**src/rtl/pipelined_add_sub.sv**
```systemverilog
// Pipelined add/subtract: the WIDTH-bit carry chain is cut into STAGES slices,
// one slice per stage, with operands and partial sums skewed so words emerge aligned.
module pipelined_add_sub #(
    parameter int WIDTH  = 32,
    parameter int STAGES = 4
) (
    input  logic             i_clk,
    input  logic             i_reset,
    input  logic             i_valid,
    output logic             o_ready,
    input  logic [WIDTH-1:0] i_a,
    input  logic [WIDTH-1:0] i_b,
    input  logic             i_carry,
    input  logic             i_sub,
    output logic             o_valid,
    input  logic             i_ready,
    output logic [WIDTH-1:0] o_sum,
    output logic             o_carry,
    output logic             o_overflow,
    output logic             o_zero
);

    localparam int SW = WIDTH / STAGES;

    if (STAGES < 1 || WIDTH < 4 || WIDTH > 64 || (WIDTH % STAGES) != 0) begin : g_param_check
        $error("pipelined_add_sub: WIDTH must be 4..64 and an integer multiple of STAGES");
    end

    logic [STAGES-1:0] v_q;
    logic [STAGES-1:0] c_q;
    logic [WIDTH-1:0]  a_q [STAGES];
    logic [WIDTH-1:0]  b_q [STAGES];
    logic [WIDTH-1:0]  s_q [STAGES];
    logic              ovf_q;
    logic              zero_q;

    logic [STAGES-1:0] v_in;
    logic [STAGES-1:0] c_in;
    logic [STAGES-1:0] c_nx;
    logic [WIDTH-1:0]  a_in [STAGES];
    logic [WIDTH-1:0]  b_in [STAGES];
    logic [WIDTH-1:0]  s_in [STAGES];
    logic [WIDTH-1:0]  s_nx [STAGES];
    logic [SW:0]       slice;
    logic              msb_cin;
    logic              advance;

    always_comb begin
        advance = !v_q[STAGES-1] || i_ready;
        slice   = '0;

        // Subtraction is folded into the operands at acceptance, so the mode is
        // frozen per transaction and later stages only ever add.
        v_in[0] = i_valid;
        a_in[0] = i_a;
        b_in[0] = i_sub ? ~i_b : i_b;
        s_in[0] = '0;
        c_in[0] = i_carry ^ i_sub;
        for (int unsigned k = 1; k < STAGES; k++) begin
            v_in[k] = v_q[k-1];
            a_in[k] = a_q[k-1];
            b_in[k] = b_q[k-1];
            s_in[k] = s_q[k-1];
            c_in[k] = c_q[k-1];
        end

        for (int unsigned k = 0; k < STAGES; k++) begin
            slice = {1'b0, a_in[k][k*SW +: SW]} + {1'b0, b_in[k][k*SW +: SW]}
                  + {{SW{1'b0}}, c_in[k]};
            s_nx[k] = s_in[k];
            s_nx[k][k*SW +: SW] = slice[SW-1:0];
            c_nx[k] = slice[SW];
        end

        // Carry into the MSB recovered from the MSB sum bit and its operand bits.
        msb_cin = s_nx[STAGES-1][WIDTH-1] ^ a_in[STAGES-1][WIDTH-1] ^ b_in[STAGES-1][WIDTH-1];
    end

    always_ff @(posedge i_clk) begin
        if (i_reset) begin
            v_q    <= '0;
            c_q    <= '0;
            ovf_q  <= 1'b0;
            zero_q <= 1'b0;
            for (int unsigned k = 0; k < STAGES; k++) begin
                a_q[k] <= '0;
                b_q[k] <= '0;
                s_q[k] <= '0;
            end
        end else if (advance) begin
            v_q <= v_in;
            for (int unsigned k = 0; k < STAGES; k++) begin
                if (v_in[k]) begin
                    a_q[k] <= a_in[k];
                    b_q[k] <= b_in[k];
                    s_q[k] <= s_nx[k];
                    c_q[k] <= c_nx[k];
                end
            end
            if (v_in[STAGES-1]) begin
                ovf_q  <= msb_cin ^ c_nx[STAGES-1];
                zero_q <= (s_nx[STAGES-1] == '0);
            end
        end
    end

    assign o_ready    = advance;
    assign o_valid    = v_q[STAGES-1];
    assign o_sum      = s_q[STAGES-1];
    assign o_carry    = c_q[STAGES-1];
    assign o_overflow = ovf_q;
    assign o_zero     = zero_q;

endmodule
```
**config.mk**
```make
export PLATFORM = sky130hd
export DESIGN_NAME = pipelined_add_sub
export DESIGN_NICKNAME = d
export VERILOG_FILES = /design/src/rtl/pipelined_add_sub.sv
export SDC_FILE = /design/constraint.sdc
export NUM_CORES = 1
export LEC_CHECK = 0
export ABC_AREA = 1
export CAP_MARGIN = 20
export CELL_PAD_IN_SITES_DETAIL_PLACEMENT = 2
export CELL_PAD_IN_SITES_GLOBAL_PLACEMENT = 2
export CORE_MARGIN = 4
export CORE_UTILIZATION = 39
export CTS_CLUSTER_SIZE = 16
export DETAILED_ROUTE_END_ITERATION = 10
export PLACE_DENSITY_LB_ADDON = 0.05
export SYNTH_ARGS = -nofsm -noshare
export SYNTH_HDL_FRONTEND = slang
export SYNTH_SLANG_ARGS = --single-unit
export TNS_END_PERCENT = 10
```
**constraint.sdc**
```tcl
create_clock -name i_clk -period 6.63 [get_ports i_clk]
set_input_delay 0.663 -clock i_clk [delete_from_list [all_inputs] [get_ports i_clk]]
set_output_delay 0.663 -clock i_clk [all_outputs]
set_load 0.05 [all_outputs]
```
==> flow_summary.html <==
<table>
<tr><th>Metric</th><th>Value</th></tr>
<tr><th colspan="2">Run status</th></tr>
<tr><td>Run status</td><td>complete, no violations</td></tr>
<tr><th colspan="2">Critical path</th></tr>
<tr><td>Endpoint type of the worst setup path</td><td>flop</td></tr>
<tr><td>Worst path cell trace</td><td>buf_2 -&gt; xor2_1 -&gt; fa_1 -&gt; fa_1 -&gt; nand3_1 -&gt; nand3_1 -&gt; nand2_1 -&gt; nand2_1 -&gt; a21oi_1 -&gt; o21ai_0 -&gt; a21oi_1</td></tr>
<tr><td>Critical Setup Path Class</td><td>in -&gt; reg</td></tr>
<tr><td>Largest incremental delay on the critical path</td><td>0.69 ns</td></tr>
<tr><td>Worst setup slack for register-to-register paths</td><td>4.47 ns</td></tr>
<tr><td>CP top delay family</td><td>adder cells</td></tr>
<tr><td>Standard cell with the maximum stage delay on the critical path</td><td>buf_2</td></tr>
<tr><td>Critical path peak fanout</td><td>33</td></tr>
<tr><td>Startpoint type of the worst setup path</td><td>input pin</td></tr>
<tr><td>Data arrival at the endpoint of the critical path</td><td>roughly 3.4 ns</td></tr>
<tr><td>Required time at the worst-slack endpoint</td><td>6.90 ns</td></tr>
<tr><td>WP buf/inv</td><td>1</td></tr>
<tr><th colspan="2">Clock network</th></tr>
<tr><td>Hold-fix buffers, CTS</td><td>0</td></tr>
<tr><td>Clock Sinks</td><td>between 150 and 200</td></tr>
<tr><td>Clock network latency to the later pin of the worst-skew pair</td><td>0.43 ns</td></tr>
<tr><td>Maximum level of the CTS H-tree</td><td>4</td></tr>
<tr><td>TritonCTS clock tree</td><td>yes</td></tr>
<tr><td>Post-CTS clock slew at the launch and capture registers of the worst setup and hold paths</td><td>roughly 0.060 ns</td></tr>
<tr><td>Number of buffers added for setup after CTS</td><td>0</td></tr>
<tr><td>Bufs on Longest Clock Path</td><td>2</td></tr>
<tr><td>Num CTS Buffers</td><td>17</td></tr>
<tr><td>Clock Tree Root</td><td>clkbuf_16</td></tr>
<tr><td>Post-CTS resize count</td><td>0</td></tr>
<tr><th colspan="2">Final layout</th></tr>
<tr><td>Area of all placed cells without fillers</td><td>roughly 11000 sq um</td></tr>
<tr><td>Antenna Diode Count</td><td>0</td></tr>
<tr><td>Proportion of layout cells with a drive suffix above 1</td><td>6.74%</td></tr>
<tr><td>Core occupancy in the finished layout</td><td>48.5%</td></tr>
<tr><td># nets final</td><td>between 1000 and 1500</td></tr>
<tr><td>Fin cells</td><td>1215</td></tr>
<tr><td>Area delta synth-&gt;final</td><td>21.5%</td></tr>
<tr><td>Filler Cells Inserted</td><td>roughly 2300</td></tr>
<tr><td>Multi-input gate area</td><td>2470 sq um</td></tr>
<tr><td>Area used by sequential logic in the layout</td><td>5490 sq um</td></tr>
<tr><th colspan="2">STA</th></tr>
<tr><td>Shortest period the worst path allows</td><td>roughly 3.1 ns</td></tr>
<tr><td>Final setup fails</td><td>0</td></tr>
<tr><td>Maximum clock frequency</td><td>around 320 MHz</td></tr>
<tr><td>Worst hold slack across all endpoints</td><td>0.478 ns</td></tr>
<tr><td>Portion of the clock cycle consumed by the worst path in the final layout</td><td>47.0%</td></tr>
<tr><td>Tightest Pin Transition</td><td>0.917 ns</td></tr>
<tr><td>Worst slew slack as a fraction of its limit</td><td>38.8%</td></tr>
<tr><td>Total count of hold-check failures in the final report</td><td>0</td></tr>
<tr><td>Setup WS post-layout</td><td>3.52 ns</td></tr>
<tr><td>Final max-slew violation count</td><td>0</td></tr>
<tr><td>Setup repair after global routing missed its margin</td><td>false</td></tr>
<tr><td>Worst-case clock skew</td><td>0.00712 ns</td></tr>
<tr><td>Setup total negative slack</td><td>0 ns</td></tr>
<tr><th colspan="2">Floorplan</th></tr>
<tr><td>Y dimension of the die</td><td>158 um</td></tr>
<tr><td>Row count</td><td>54</td></tr>
<tr><td>Placeable core region</td><td>22000 sq um</td></tr>
<tr><td>Area enclosed by the die boundary</td><td>roughly 25000 sq um</td></tr>
<tr><td>Starting density of the core</td><td>39.9%</td></tr>
<tr><td>Die width</td><td>158 um</td></tr>
<tr><td>Top Ports</td><td>107</td></tr>
<tr><th colspan="2">Drt</th></tr>
<tr><td>Final routed DRC violation total</td><td>0</td></tr>
<tr><td>Post-detailed-route wirelength per cell</td><td>17.4 um</td></tr>
<tr><td>Violation count after the first detailed-route iteration</td><td>201</td></tr>
<tr><td>Post-detailed-route via-to-cell ratio</td><td>4.73</td></tr>
<tr><td>Post-route ant nets</td><td>0</td></tr>
<tr><td>Number of detailed-routing iterations run before antenna repair</td><td>6</td></tr>
<tr><td>Post-Route WL</td><td>21.1 mm</td></tr>
<tr><td>Via Count</td><td>5751</td></tr>
<tr><th colspan="2">Global route</th></tr>
<tr><td>Number of global-route vias before repair</td><td>6506</td></tr>
<tr><td>Maximum number of pins on one net before global-route repair</td><td>58</td></tr>
<tr><td>Gr ovfl total</td><td>0</td></tr>
<tr><td>Antenna violations before repair</td><td>0</td></tr>
<tr><td>Total routing resource utilization after global routing</td><td>17.8%</td></tr>
<tr><td>First-pass GRT wire length</td><td>approximately 35 mm</td></tr>
<tr><th colspan="2">Min path</th></tr>
<tr><td>Hold crit path type</td><td>reg -&gt; reg</td></tr>
<tr><th colspan="2">Power and ir drop</th></tr>
<tr><td>Leakage</td><td>4.40 nW</td></tr>
<tr><td>Power density cells</td><td>approximately 260 nW/um^2</td></tr>
<tr><td>Overall power of the completed layout</td><td>2.82 mW</td></tr>
<tr><td>VDD IR-drop max</td><td>0.171 mV</td></tr>
<tr><th colspan="2">Placement</th></tr>
<tr><td>Worst-case setup slack after placement</td><td>3.02 ns</td></tr>
<tr><td>Gpl congestion</td><td>0.816</td></tr>
<tr><td>Placed standard-cell area</td><td>a little over 10000 sq um</td></tr>
<tr><td>Port buffer count</td><td>106</td></tr>
<tr><td>Cell count after placement</td><td>~1200</td></tr>
<tr><td>Final HPWL from detailed placement</td><td>15.6 mm</td></tr>
<tr><th colspan="2">Yosys</th></tr>
<tr><td>Yosys warning total</td><td>0</td></tr>
<tr><td>Distinct cells, synth</td><td>30</td></tr>
<tr><td>Post-synth net total</td><td>between 900 and 1000</td></tr>
<tr><td>Synth Instances</td><td>813</td></tr>
<tr><td>Sequential area share after synthesis</td><td>62.4%</td></tr>
<tr><td>Per-instance average area after synthesis</td><td>10.8 sq um</td></tr>
<tr><td>Post-Synthesis Cell Area</td><td>8790 sq um</td></tr>
<tr><td>Number of synthesized register bits</td><td>186</td></tr>
<tr><th colspan="2">Job</th></tr>
<tr><td>Number of violations of the max-capacitance limit</td><td>0</td></tr>
</table>
[cells in the final DEF (no fill, tap or decap), types with 17 or more instances in the layout]
| master | count |
|---|---|
| nor2_1 | 161 |
| a21oi_1 | 44 |
| xnor2_1 | 27 |
| clkbuf_16 | 17 |
| nand3_1 | 19 |
| ha_1 | 28 |
| clkdlybuf4s50_1 | 105 |
| nand2_1 | 63 |
| inv_1 | 169 |
| o21ai_0 | 23 |
| edfxtp_1 | 176 |
[cell families (layout without fill, tap and decap cells)]
kind of cell,count (synthesis),count (layout),synth area share [%]
and+or+nand+nor,285,285,14.0
buffers and inverters,193,315,9.54
DFF,186,186,62.4
AOI/OAI and AO/OA,75,75,4.51
xor gates and xnor gates,38,38,3.79
adders and majority gates,36,36,5.81
[routing by layer]
metal / up-vias / routed length [um] / GRT usage [%]
met1: 2796 / 9530 / 23.0
met4: 0 / 308 / 4.63
li1: 2825 / - / -
met5: - / 0 / 0
met3: 21 / 599 / 3.39
met2: 109 / 10700 / 30.7
[cell type report]
cell class | instances | share of cell area [%]
Clock buffer | 18 | 4.02
Clock inverter | 13 | 1.65
Inverter | 174 | 6.19
Multi-Input combinational cell | 434 | 23.1
Sequential cell | 186 | 51.4
Tap cell | 280 | 3.28
Timing Repair Buffer | 110 | 10.4
[Yosys cell counts]
cell        n  area [sq um]
buf_6      12           135
o211ai_1    5          37.5
nand2_2     4          25.0
buf_4       3          22.5
nand2_4     1          11.3
o21ai_0    23           115
inv_1     169           634
nor2_4      4          45.0
nand4_1    11          68.8
inv_4       3          18.8
a211oi_1    1          7.51
inv_2       2          7.51
a21oi_2     1          8.76
edfxtp_1  176          5290
a21oi_1    44           220
buf_2       4          20.0
nor3_1      4          20.0
xor2_1     11          96.3
nor2_2     11          68.8
nor2_1    161           604
ha_1       28           350
dfxtp_1    10           200
nand3_1    19          95.1
fa_1        8           160
nand3_2     3          30.0
o31ai_1     1          7.51
xnor2_1    27           236
nand2_1    65           244
nand3b_1    1          7.51
and2_1      1          6.26
[registers in the layout, summed over array words and instances (netlist names)]
signal / count
a_q: 48
b_q: 48
c_q: 4
o_overflow: 1
o_zero: 1
s_q: 80
v_q: 4
[final timing paths]
path / start / end / cells past startpoint
worst min-delay path: v_q[1] / v_q[1] / 2
worst min register to register: v_q[1] / v_q[1] / 2
worst max register to register: b_q[0][48] / s_q[2][22] / 11
worst max-delay path: i_sub / s_q[0][6] / 11
[worst min-delay path: stages (launching register included)]
cell,delay [ns]
dfxtp_1,0.31
nand2_1,0.06
o21ai_0,0.06
[power breakdown]
group	switching [mW]	internal, mW
clock	0.437	0.626
combinational	0.227	0.132
sequential	0.0278	1.36
total	0.692	2.12
No activity file was read; power rests on OpenSTA's default activity.
